<file path="src/rtl/capture_trigger_ctrl.sv">
// rtl/capture_trigger_ctrl.sv - decimating capture with level/slope trigger and vblank-synchronised bank swap
//
// Ports:
//   clk, rst          system clock, synchronous active-high reset
//   adc_data/valid    incoming 12-bit sample stream
//   decim             keep one of every decim+1 valid samples
//   trig_level/slope  trigger threshold and edge (0 rising, 1 falling)
//   trig_mode         00 normal, 01 auto, 10 single, 11 normal
//   run               level enable; low aborts the capture
//   vblnk             vertical blank, swap point for the display bank
//   wr_en/bank/addr/data  write port into the back bank
//   disp_bank/start   bank and oldest-sample address the display reads
//   frame_swap        one-cycle pulse on each bank swap
//   triggered         1 if the displayed capture came from a real crossing
//   state             FSM state for debug
module capture_trigger_ctrl #(
  parameter int DEPTH        = 512,
  parameter int PRE          = 128,
  parameter int AUTO_TIMEOUT = 2048
) (
  input  logic                     clk,
  input  logic                     rst,
  input  logic [11:0]              adc_data,
  input  logic                     adc_valid,
  input  logic [3:0]               decim,
  input  logic [11:0]              trig_level,
  input  logic                     trig_slope,
  input  logic [1:0]               trig_mode,
  input  logic                     run,
  input  logic                     vblnk,
  output logic                     wr_en,
  output logic                     wr_bank,
  output logic [$clog2(DEPTH)-1:0] wr_addr,
  output logic [11:0]              wr_data,
  output logic                     disp_bank,
  output logic [$clog2(DEPTH)-1:0] disp_start,
  output logic                     frame_swap,
  output logic                     triggered,
  output logic [2:0]               state
);

  localparam int AW = $clog2(DEPTH);
  localparam int CW = $clog2(AUTO_TIMEOUT + DEPTH) + 1;
  localparam logic [CW-1:0] PRE_LAST  = CW'(PRE - 1);
  localparam logic [CW-1:0] AUTO_LAST = CW'(AUTO_TIMEOUT - 1);
  localparam logic [CW-1:0] POST_LAST = CW'(DEPTH - PRE - 2);
  localparam logic [AW-1:0] PRE_OFS   = AW'(PRE);

  typedef enum logic [2:0] {
    IDLE      = 3'd0,
    PRETRIG   = 3'd1,
    ARMED     = 3'd2,
    POST      = 3'd3,
    WAIT_SWAP = 3'd4
  } state_t;

  state_t          cur_state;
  state_t          nxt_state;
  logic [3:0]      dcnt;
  logic [AW-1:0]   wr_ptr;
  logic [11:0]     prev;
  logic [CW-1:0]   cnt;
  logic [AW-1:0]   t_addr;
  logic            trig_flag;
  logic [AW-1:0]   start_pend;
  logic            vblnk_q;
  logic            rearm_ok;

  logic accept;
  logic crossing;
  logic mode_auto;
  logic mode_single;
  logic auto_fire;
  logic vblnk_edge;
  logic do_write;
  logic do_swap;
  logic take_trig;
  logic enter_wait;

  assign accept      = adc_valid && (dcnt == decim);
  assign mode_auto   = (trig_mode == 2'b01);
  assign mode_single = (trig_mode == 2'b10);
  assign vblnk_edge  = vblnk && !vblnk_q;
  // cnt saturates, so switching to auto after a long normal wait fires on the next sample
  assign auto_fire   = mode_auto && (cnt >= AUTO_LAST);
  assign crossing    = trig_slope ? ((prev > trig_level) && (trig_level >= adc_data))
                                  : ((prev < trig_level) && (trig_level <= adc_data));
  assign state       = cur_state;

  always_ff @(posedge clk) begin
    if (rst) cur_state <= IDLE;
    else     cur_state <= nxt_state;
  end

  always_comb begin
    nxt_state = cur_state;
    if (!run) begin
      nxt_state = IDLE;
    end else begin
      case (cur_state)
        IDLE:      if (!mode_single || rearm_ok) nxt_state = PRETRIG;
        PRETRIG:   if (accept && cnt == PRE_LAST) nxt_state = ARMED;
        ARMED:     if (accept && (crossing || auto_fire)) nxt_state = POST;
        POST:      if (accept && cnt == POST_LAST) nxt_state = WAIT_SWAP;
        WAIT_SWAP: if (vblnk_edge) nxt_state = mode_single ? IDLE : PRETRIG;
        default:   nxt_state = IDLE;
      endcase
    end
  end

  always_comb begin
    do_write   = accept && ((cur_state == PRETRIG) || (cur_state == ARMED) || (cur_state == POST));
    take_trig  = run && accept && (cur_state == ARMED) && (crossing || auto_fire);
    enter_wait = (cur_state == POST) && (nxt_state == WAIT_SWAP);
    // abort has priority: with run low no swap is taken even on a vblank edge
    do_swap    = run && vblnk_edge && (cur_state == WAIT_SWAP);
  end

  always_ff @(posedge clk) begin
    if (rst) begin
      wr_en      <= 1'b0;
      wr_bank    <= 1'b1;
      wr_addr    <= '0;
      wr_data    <= '0;
      disp_bank  <= 1'b0;
      disp_start <= '0;
      frame_swap <= 1'b0;
      triggered  <= 1'b0;
      dcnt       <= '0;
      wr_ptr     <= '0;
      prev       <= '0;
      cnt        <= '0;
      t_addr     <= '0;
      trig_flag  <= 1'b0;
      start_pend <= '0;
      vblnk_q    <= 1'b0;
      rearm_ok   <= 1'b1;
    end else begin
      vblnk_q    <= vblnk;
      wr_en      <= do_write;
      frame_swap <= do_swap;

      if (do_write) begin
        wr_addr <= wr_ptr;
        wr_data <= adc_data;
        wr_ptr  <= wr_ptr + 1'b1;
        prev    <= adc_data;
      end

      if (cur_state != PRETRIG && nxt_state == PRETRIG) dcnt <= '0;
      else if (adc_valid) dcnt <= accept ? 4'd0 : dcnt + 4'd1;

      // per-state sample counter: PRETRIG fill, ARMED timeout, POST fill
      if (nxt_state != cur_state) cnt <= '0;
      else if (do_write && cnt != '1) cnt <= cnt + 1'b1;

      if (take_trig) begin
        t_addr    <= wr_ptr;
        trig_flag <= crossing;
      end

      if (enter_wait) start_pend <= t_addr - PRE_OFS;

      if (do_swap) begin
        disp_bank  <= !disp_bank;
        wr_bank    <= disp_bank;
        disp_start <= start_pend;
        triggered  <= trig_flag;
      end

      if (!run) rearm_ok <= 1'b1;
      else if (do_swap && mode_single) rearm_ok <= 1'b0;
    end
  end

endmodule

</file>
<file path="config.mk">
export PLATFORM = sky130hd
export DESIGN_NAME = capture_trigger_ctrl
export DESIGN_NICKNAME = d
export VERILOG_FILES = /design/src/rtl/capture_trigger_ctrl.sv
export SDC_FILE = /design/constraint.sdc
export NUM_CORES = 1
export LEC_CHECK = 0
export ABC_AREA = 1
export CELL_PAD_IN_SITES_DETAIL_PLACEMENT = 0
export CELL_PAD_IN_SITES_GLOBAL_PLACEMENT = 1
export CORE_ASPECT_RATIO = 2
export CORE_MARGIN = 2
export CORE_UTILIZATION = 41
export DETAILED_ROUTE_END_ITERATION = 8
export PLACE_DENSITY = 0.88
export SYNTH_ARGS = -nofsm -noshare
export SYNTH_HDL_FRONTEND = slang
export SYNTH_SLANG_ARGS = --single-unit
</file>
<file path="constraint.sdc">
create_clock -name clk -period 3.1 [get_ports clk]
set_input_delay 0.62 -clock clk [delete_from_list [all_inputs] [get_ports clk]]
set_output_delay 0.62 -clock clk [all_outputs]
set_load 0.01 [all_outputs]
</file>
# After elaboration in Yosys (flattened, before gate mapping)
# Index checks and enable logic that the tools add are counted.
[word_totals]
inputBits = 36
register_bits = 85
[op_classes]
eq_ne = 14
bitwise_logic = 1
n_addsub = 4
reduce_logical = 29
order_cmp = 5
muxes = 10
[op_table]
columns = ["cell", "count"]
rows = [
  ["$logic_and A1 B1 Y1", 18],
  ["$mux W3", 6],
  ["$pmux W3 S5", 1],
  ["$add A13 B1 Y13 const B", 1],
  ["$eq A13 B7 Y1 const B", 1],
  ["$eq A13 B9 Y1 const B", 1],
  ["$ge A13 B11 Y1 const B", 1],
  ["$ne A13 B13 Y1 const B", 1],
  ["$ge A12 B12 Y1", 1],
  ["$gt A12 B12 Y1", 1],
  ["$le A12 B12 Y1", 1],
  ["$lt A12 B12 Y1", 1],
  ["$add A9 B1 Y9 const B", 1],
  ["$sub A9 B8 Y9 const B", 1],
  ["$eq A3 B1 Y1 const B", 2],
  ["$eq A3 B2 Y1 const B", 2],
  ["$eq A3 B3 Y1 const B", 2],
  ["$reduce_or A2 Y1", 3],
  ["$add A4 B1 Y4 const B", 1],
  ["$eq A4 B4 Y1", 1],
  ["$logic_or A1 B1 Y1", 4],
  ["$mux W4", 1],
  ["$logic_not A1 Y1", 3],
  ["$logic_not A3 Y1", 1],
  ["6 further kinds", 7],
]

# Longest topological paths before layout
# Gate-level depths: netlist (run 1).
[logic_depth]
depth_word = 11
mapped_depth = 19
ltp_nobuf = 18

# Worst setup path after synthesis (run 1)
# Ideal clock, no wire load.
[synth_path]
kind = "in2reg"
from = "input port adc_data[11]"
to = "register cnt[10]"
path_slack_ps = 875
arrival_ps = 2113
path_buffers = 1
cell_stages = 17
path_cell_list = "inv_1 -> ha_1 -> nand2_1 -> nor2_1 -> and2_1 -> nand2_1 -> nand3_1 -> nand2_1 -> nand2_1 -> nand3_1 -> nand2_1 -> nand2_1 -> nand2_1 -> nand2_1 -> nand3_2 -> buf_6 -> nor2_2"
[synth_between]
elab_chain_len = 10
[synth_lines]
columns = ["item", "line_no", "source"]
rows = [
  ["start: declaration", "23", "input logic [11:0] adc_data,"],
  ["$le A12 B12 Y1 or $ge A12 B12 Y1 (tied branches)", "87, 86", ""],
  ["$logic_and A1 B1 Y1 (on tied branches)", "87, 86", ""],
  ["$mux W1 *", "86", "assign crossing = trig_slope ? ((prev > trig_level) && (trig_level >= adc_data))"],
  ["$logic_or A1 B1 Y1 *", "103", "ARMED: if (accept && (crossing || auto_fire)) nxt_state = POST;"],
  ["$logic_and A1 B1 Y1 *", "103", ""],
  ["$mux W3 *", "103", ""],
  ["$pmux W3 S5 *", "100", "case (cur_state)"],
  ["$mux W3 *", "97", "if (!run) begin"],
  ["$ne A3 B3 Y1 *", "154", "if (nxt_state != cur_state) cnt <= '0;"],
  ["$reduce_or A2 Y1 (no source line) *", "-", ""],
  ["end signal: assignment", "155", "else if (do_write && cnt != '1) cnt <= cnt + 1'b1;"],
  ["end: declaration", "62", "logic [CW-1:0] cnt;"],
]
# Mark *: on every way between the ends. The rest lies on a longest branch, timed or not.
# A chain may end at the register's enable or synchronous reset.

# Worst setup path after layout (run 1)
[layout_path]
from = "input port adc_data[11]"
to = "register cnt[12]"
# Same word-level chain as after synthesis.

==> flow_summary.json, run 1 <==
{
  "status": "finished clean",
  "place_ws_ps": 122,
  "layout_common_cells": "inv_1 (95), dfxtp_1 (85), nand2_1 (80)",
  "rsz0062_at_grt": "false",
  "grt_pass1_vias": 3759,
  "post_drt_wl_per_cell_um": 12.5,
  "required_ps": 3330,
  "cellLeakagePower_uw": 0.00236,
  "fillCellCount": 1008,
  "cts_sinks": 85,
  "fin_crit_ps": 2620,
  "maxSlewHeadroom": 0.604,
  "dpl.cell_count": 787,
  "p_per_area_nw_per_um2": 435,
  "wl_mm": 10.0,
  "hold_violations": 0,
  "fin_skew_ps": 7.78,
  "synth_largest_area_cell": "dfxtp_1",
  "cts_tree": "built",
  "cp_max_fo": 13,
  "ys_seq_area_frac": 0.397,
  "stdcell_count": 803,
  "htreeDepth": 3,
  "hold_buffers": 0,
  "synth_area_per_cell_um2": 7.25,
  "firstDrtPassIters": 5,
  "final.setup.worst_slack_ps": 482,
  "drtIter0Drc": 255,
  "cts_setup_buffers": 0,
  "rows": 52,
  "netlist.area_leader.share": 0.397,
  "min_to": "t_addr[4]$_SDFFE_PP0P_",
  "cts.repair.resized": 0,
  "ff_latch_area_um2": 1700,
  "drc": 0,
  "synth_cell_types": 35,
  "die_h_um": 149,
  "via_count": 3887,
  "ios": 74,
  "dieArea_um2": 11300,
  "synth-seq-cells": 85,
  "period_share": 0.844,
  "rr_worst_depth": 14,
  "fin_area_um2": 5460,
  "whs_path_depth": 2,
  "synth_warnings": 0,
  "crit_arrival_ps": 2850,
  "end_kind": "register",
  "vdd_drop_max_mv": 0.290,
  "synth_area_um2": 4280,
  "gr-total-overflow": 0,
  "finalSetupViolCount": 0,
  "timing.fmax_ghz": 0.382,
  "critPathLaunchType": "input port",
  "r2r-end": "cnt[12]$_SDFFE_PP0P_",
  "drv_cap": 0,
  "numCtsBuffers": 9,
  "clk_path_buf_depth": 2,
  "syn_to_final_growth_pct": 27.5,
  "place_congestion": 0.856,
  "dp_hpwl_mm": 7.54,
  "final_common_cell": "inv_1",
  "clk_pin_slew_worst_paths_ps": 60,
  "hp-class": "reg -> reg",
  "die_w_um": 76.3,
  "cts_root_buf": "clkbuf_16",
  "multi_input_area_um2": 2110,
  "hp-start": "t_addr[4]$_SDFFE_PP0P_",
  "start_util": 0.422,
  "place_area_um2": 5160,
  "timing.rr.start": "cnt[1]$_SDFFE_PP0P_",
  "core_region_area_um2": 10100,
  "diodes": 0,
  "timing.setup.tns_ps": 0,
  "viasPerCell": 4.84,
  "synth.area.top_cells": "dfxtp_1 (40%), inv_1 (8.3%), ha_1 (8.2%)",
  "crit_type": "in -> reg",
  "syn_inst": 591,
  "grt_max_degree": 30,
  "drive_gt1_frac": 0.0808,
  "drtAntennaViolNets": 0,
  "antenna_found_initial": 0,
  "synth_fp_nets": 655,
  "fin_nets": 727,
  "track_usage": 0.186,
  "clkLatencyLatePin_ps": 340,
  "io_buffer_count": 73,
  "worst_slew_pin_slew_ps": 593,
  "drv_slew": 0,
  "grt_pass1_wl_mm": 17.1,
  "ff2ff_setup_slack_ps": 960
}
## area by class of cell
cell class / instances / area share
clock inverter: 6 / 0.0126
clock buffer: 10 / 0.0419
inverter: 100 / 0.0689
timing repair buffer: 81 / 0.147
tap: 135 / 0.0309
multi-input combinational: 386 / 0.387
sequential: 85 / 0.311
## where the power goes
| group | leakage [µW] | total, µW | internal [µW] | switching (µW) |
|---|---|---|---|---|
| registers | 0.000685 | 1100 | 1100 | 5.08 |
| clock network | 0.000143 | 1080 | 630 | 452 |
| logic | 0.00153 | 190 | 90.7 | 99.6 |
| total | 0.00236 | 2380 | 1820 | 557 |
## critical path: stages
cell and delay [ps]:
clkdlybuf4s50_1 450, inv_1 50, ha_1 290, nand2_1 70
nor2_1 160, and2_1 150, nand2_1 60, nand3_1 70
nand2_1 60, nand2_1 90, nand3_1 130, nand2_1 90
nand2_1 60, nand2_1 100, nand2_1 80, nand3_2 100
buf_12 160, nor2_1 40
## per-layer routing
metal  GRT usage  wire, µm  part of all wire
met3      0.0334       330             0.033
met2       0.343      5380              0.54
met4      0.0845       266             0.027
met5           0         0                 0
met1       0.204      4030              0.40
## through the flow
| stage | power [µW] | hold slack, ps | utilization |
|---|---|---|---|
| 2_1_floorplan | 1230 | 430 | - |
| 3_3_place_gp | 1320 | 437 | 0.509 |
| 3_5_place_dp | 1320 | 446 | 0.509 |
| 4_1_cts | 2410 | 456 | 0.538 |
| 5_1_grt | 2470 | 470 | 0.538 |
| 6_report | 2380 | 454 | 0.538 |
## cell usage after synthesis (all sizes together)
cell type,n
a211oi,1
a21o,2
a21oi,52
a22oi,1
a31oi,1
and2,1
buf,3
clkbuf,17
clkinv,1
dfxtp,85
ha,28
inv,99
nand2,83
nand3,22
nand3b,2
nand4,6
nor2,88
nor3,16
nor3b,1
nor4,2
o211ai,1
o21ai,63
or2,3
xnor2,2
xor2,11
## logic make-up after synthesis
logic type      Yosys count  synth area share
compound gates          121             0.145
simple gates            224             0.241
flops                    85             0.397
buf+inv                 120             0.109
fa+ha+maj                28            0.0818
xor+xnor                 13            0.0266
## flip-flops by register name, summed over array words and instances, names as in the netlist, 3 cells and up
register / cells
cnt: 13
dcnt: 4
disp_start: 9
prev: 12
start_pend: 9
state: 3
t_addr: 9
wr_addr: 9
wr_ptr: 9
## worst max path at each step
stage                         from                   end  slack (ps)
floorplan             adc_data[11]  cnt[10]$_SDFFE_PP0P_         880
global placement       adc_data[7]  cnt[12]$_SDFFE_PP0P_         170
detailed placement     adc_data[7]  cnt[12]$_SDFFE_PP0P_         120
CTS                    adc_data[7]  cnt[12]$_SDFFE_PP0P_         470
global route        trig_level[11]  cnt[12]$_SDFFE_PP0P_         190
finish                adc_data[11]  cnt[12]$_SDFFE_PP0P_         480
Note: power is estimated with default switching activity, not from simulation.
==> run 2: changes to the inputs <==
CORE_UTILIZATION = 38   (was 41)
PLACE_DENSITY = 0.83   (was 0.88)
clock period = 2.6 ns   (was 3.1 ns; I/O delays follow)
==> run 2 against run 1 <==
Against the previous run:
- total power grew 23%
- first-iteration DRC count shrank 54%
- final cell count is 1.9% higher
- non-clock buffer count rose by 10
- die area is 7.6% higher
- critical path type unchanged
==> flow_summary.json, run 2 (same netlist as run 1, synthesis figures left out) <==
{
  "largest_register": "cnt",
  "cts_sinks": 85,
  "dp_hpwl_mm": 7.45,
  "p_switching_uw": 713,
  "grt_pass1_vias": 3810,
  "finalSetupViolCount": 0,
  "p_per_area_nw_per_um2": 514,
  "antenna_found_initial": 0,
  "die_w_um": 79.1,
  "r2r-end": "cnt[7]$_SDFFE_PP0P_",
  "htreeDepth": 3,
  "fin_skew_ps": 7.68,
  "rows": 54,
  "dieArea_um2": 12200,
  "grt_max_degree": 56,
  "reg.largest.list": "cnt x13, prev x12",
  "ios": 74,
  "cts_tree": "built",
  "firstDrtPassIters": 4,
  "crit_arrival_ps": 2670,
  "fillCellCount": 1103,
  "critPathLaunchType": "input port",
  "period_share": 0.921,
  "diodes": 0,
  "ff2ff_setup_slack_ps": 560,
  "rr_worst_depth": 17,
  "whs_path_depth": 2,
  "swShare": 0.245,
  "layout_common_cells": "inv_1 (94), dfxtp_1 (85), nand2_1 (76)",
  "combPwrFrac": 0.084,
  "place_congestion": 0.830,
  "die_h_um": 154,
  "via_count": 3904,
  "post_drt_wl_per_cell_um": 12.2,
  "crit_type": "in -> reg",
  "worst_slew_pin_slew_ps": 485,
  "track_usage": 0.172,
  "vdd_drop_max_mv": 0.331,
  "intPower_uw": 2200,
  "critical_path.startpoint": "trig_level[7]",
  "core_region_area_um2": 10900,
  "hold_violations": 0,
  "clkPwrFrac": 0.464,
  "status": "finished clean",
  "power_frac_seq": 0.451,
  "cellLeakagePower_uw": 0.00247,
  "maxSlewHeadroom": 0.676,
  "cts_root_buf": "clkbuf_16",
  "viasPerCell": 4.77,
  "drtIter0Drc": 118,
  "timing.rr.start": "prev[10]$_SDFFE_PP0P_",
  "drtAntennaViolNets": 0,
  "timing.fmax_ghz": 0.418,
  "wl_mm": 9.95,
  "fin_nets": 737,
  "multi_input_area_um2": 2190,
  "final_common_cell": "inv_1",
  "drive_gt1_frac": 0.119,
  "clkLatencyLatePin_ps": 340,
  "fin_crit_ps": 2390,
  "ff_latch_area_um2": 1700,
  "min_to": "t_addr[2]$_SDFFE_PP0P_",
  "drv_cap": 0,
  "io_buffer_count": 73,
  "drc": 0,
  "power.total_uw": 2910,
  "required_ps": 2870,
  "hp-class": "reg -> reg",
  "gr-total-overflow": 0,
  "start_util": 0.391,
  "grt_pass1_wl_mm": 16.9,
  "clk_path_buf_depth": 2,
  "clk_pin_slew_worst_paths_ps": 60,
  "place_ws_ps": -228,
  "end_kind": "register",
  "hold_ws_ps": 455,
  "hp-start": "t_addr[2]$_SDFFE_PP0P_",
  "largest_register_ffs": 13,
  "final.setup.worst_slack_ps": 205,
  "cp_max_fo": 13,
  "stdcell_count": 818,
  "hold_buffers": 0,
  "dpl.cell_count": 802,
  "drv_slew": 0,
  "timing.setup.tns_ps": 0,
  "numCtsBuffers": 9,
  "syn_to_final_growth_pct": 32.4
}
## run 2: worst max path at each step
| stage | end | slack, ps |
|---|---|---|
| global route | cnt[12]$_SDFFE_PP0P_ | -20 |
| floorplan | cnt[10]$_SDFFE_PP0P_ | 480 |
| global placement | dcnt[0]$_SDFFE_PP0P_ | -210 |
| detailed placement | cnt[12]$_SDFFE_PP0P_ | -230 |
| CTS | dcnt[0]$_SDFFE_PP0P_ | 130 |
| finish | cnt[7]$_SDFFE_PP0P_ | 210 |
## run 2: layout make-up
cell class | instances | share of cell area
timing repair buffer | 91 | 0.161
tap | 140 | 0.0309
sequential | 85 | 0.300
clock buffer | 9 | 0.0397
clock inverter | 7 | 0.0157
multi-input combinational | 386 | 0.387
inverter | 100 | 0.0664
## run 2: metrics by stage
step | cell area, µm² | util
floorplan | 4280 | -
global placement | 5270 | 0.482
detailed placement | 5270 | 0.482
CTS | 5590 | 0.510
global route | 5670 | 0.518
finish | 5670 | 0.518
## run 2: worst max-delay path: stages
cell	delay, ps
clkdlybuf4s50_1	490
inv_1	50
ha_1	330
nand2_1	80
inv_1	30
nand2_1	50
nand2_1	50
nand2_2	80
nand3_2	100
nor2_2	130
nand2_2	70
nand3_2	80
nand2_1	60
nand2_2	80
nand2_2	70
nand2_1	80
nand3_2	80
buf_12	160
nor2_2	70
## run 2: routing by layer
metal | share of wire | routed length [µm] | vias up | GRT usage
li1 | - | - | 2055 | -
met2 | 0.55 | 5450 | 70 | 0.323
met5 | 0 | 0 | - | 0
met1 | 0.39 | 3920 | 1763 | 0.178
met3 | 0.037 | 367 | 16 | 0.0399
met4 | 0.022 | 216 | 0 | 0.0698
## run 2: repair_timing
action | 4_1_cts | 5_1_grt
buffers inserted | 0 | 0
gates resized for setup | 0 | 19
endpoints found under the setup margin | 0 | 26
## run 2: power groups by stage
stage / Combinational (µW) / Sequential [µW] / Clock, µW
2_1_floorplan: 124 / 1340 / 0
3_3_place_gp: 235 / 1340 / 0
3_5_place_dp: 239 / 1340 / 0
4_1_cts: 240 / 1310 / 1390
5_1_grt: 279 / 1310 / 1440
6_report: 246 / 1310 / 1350
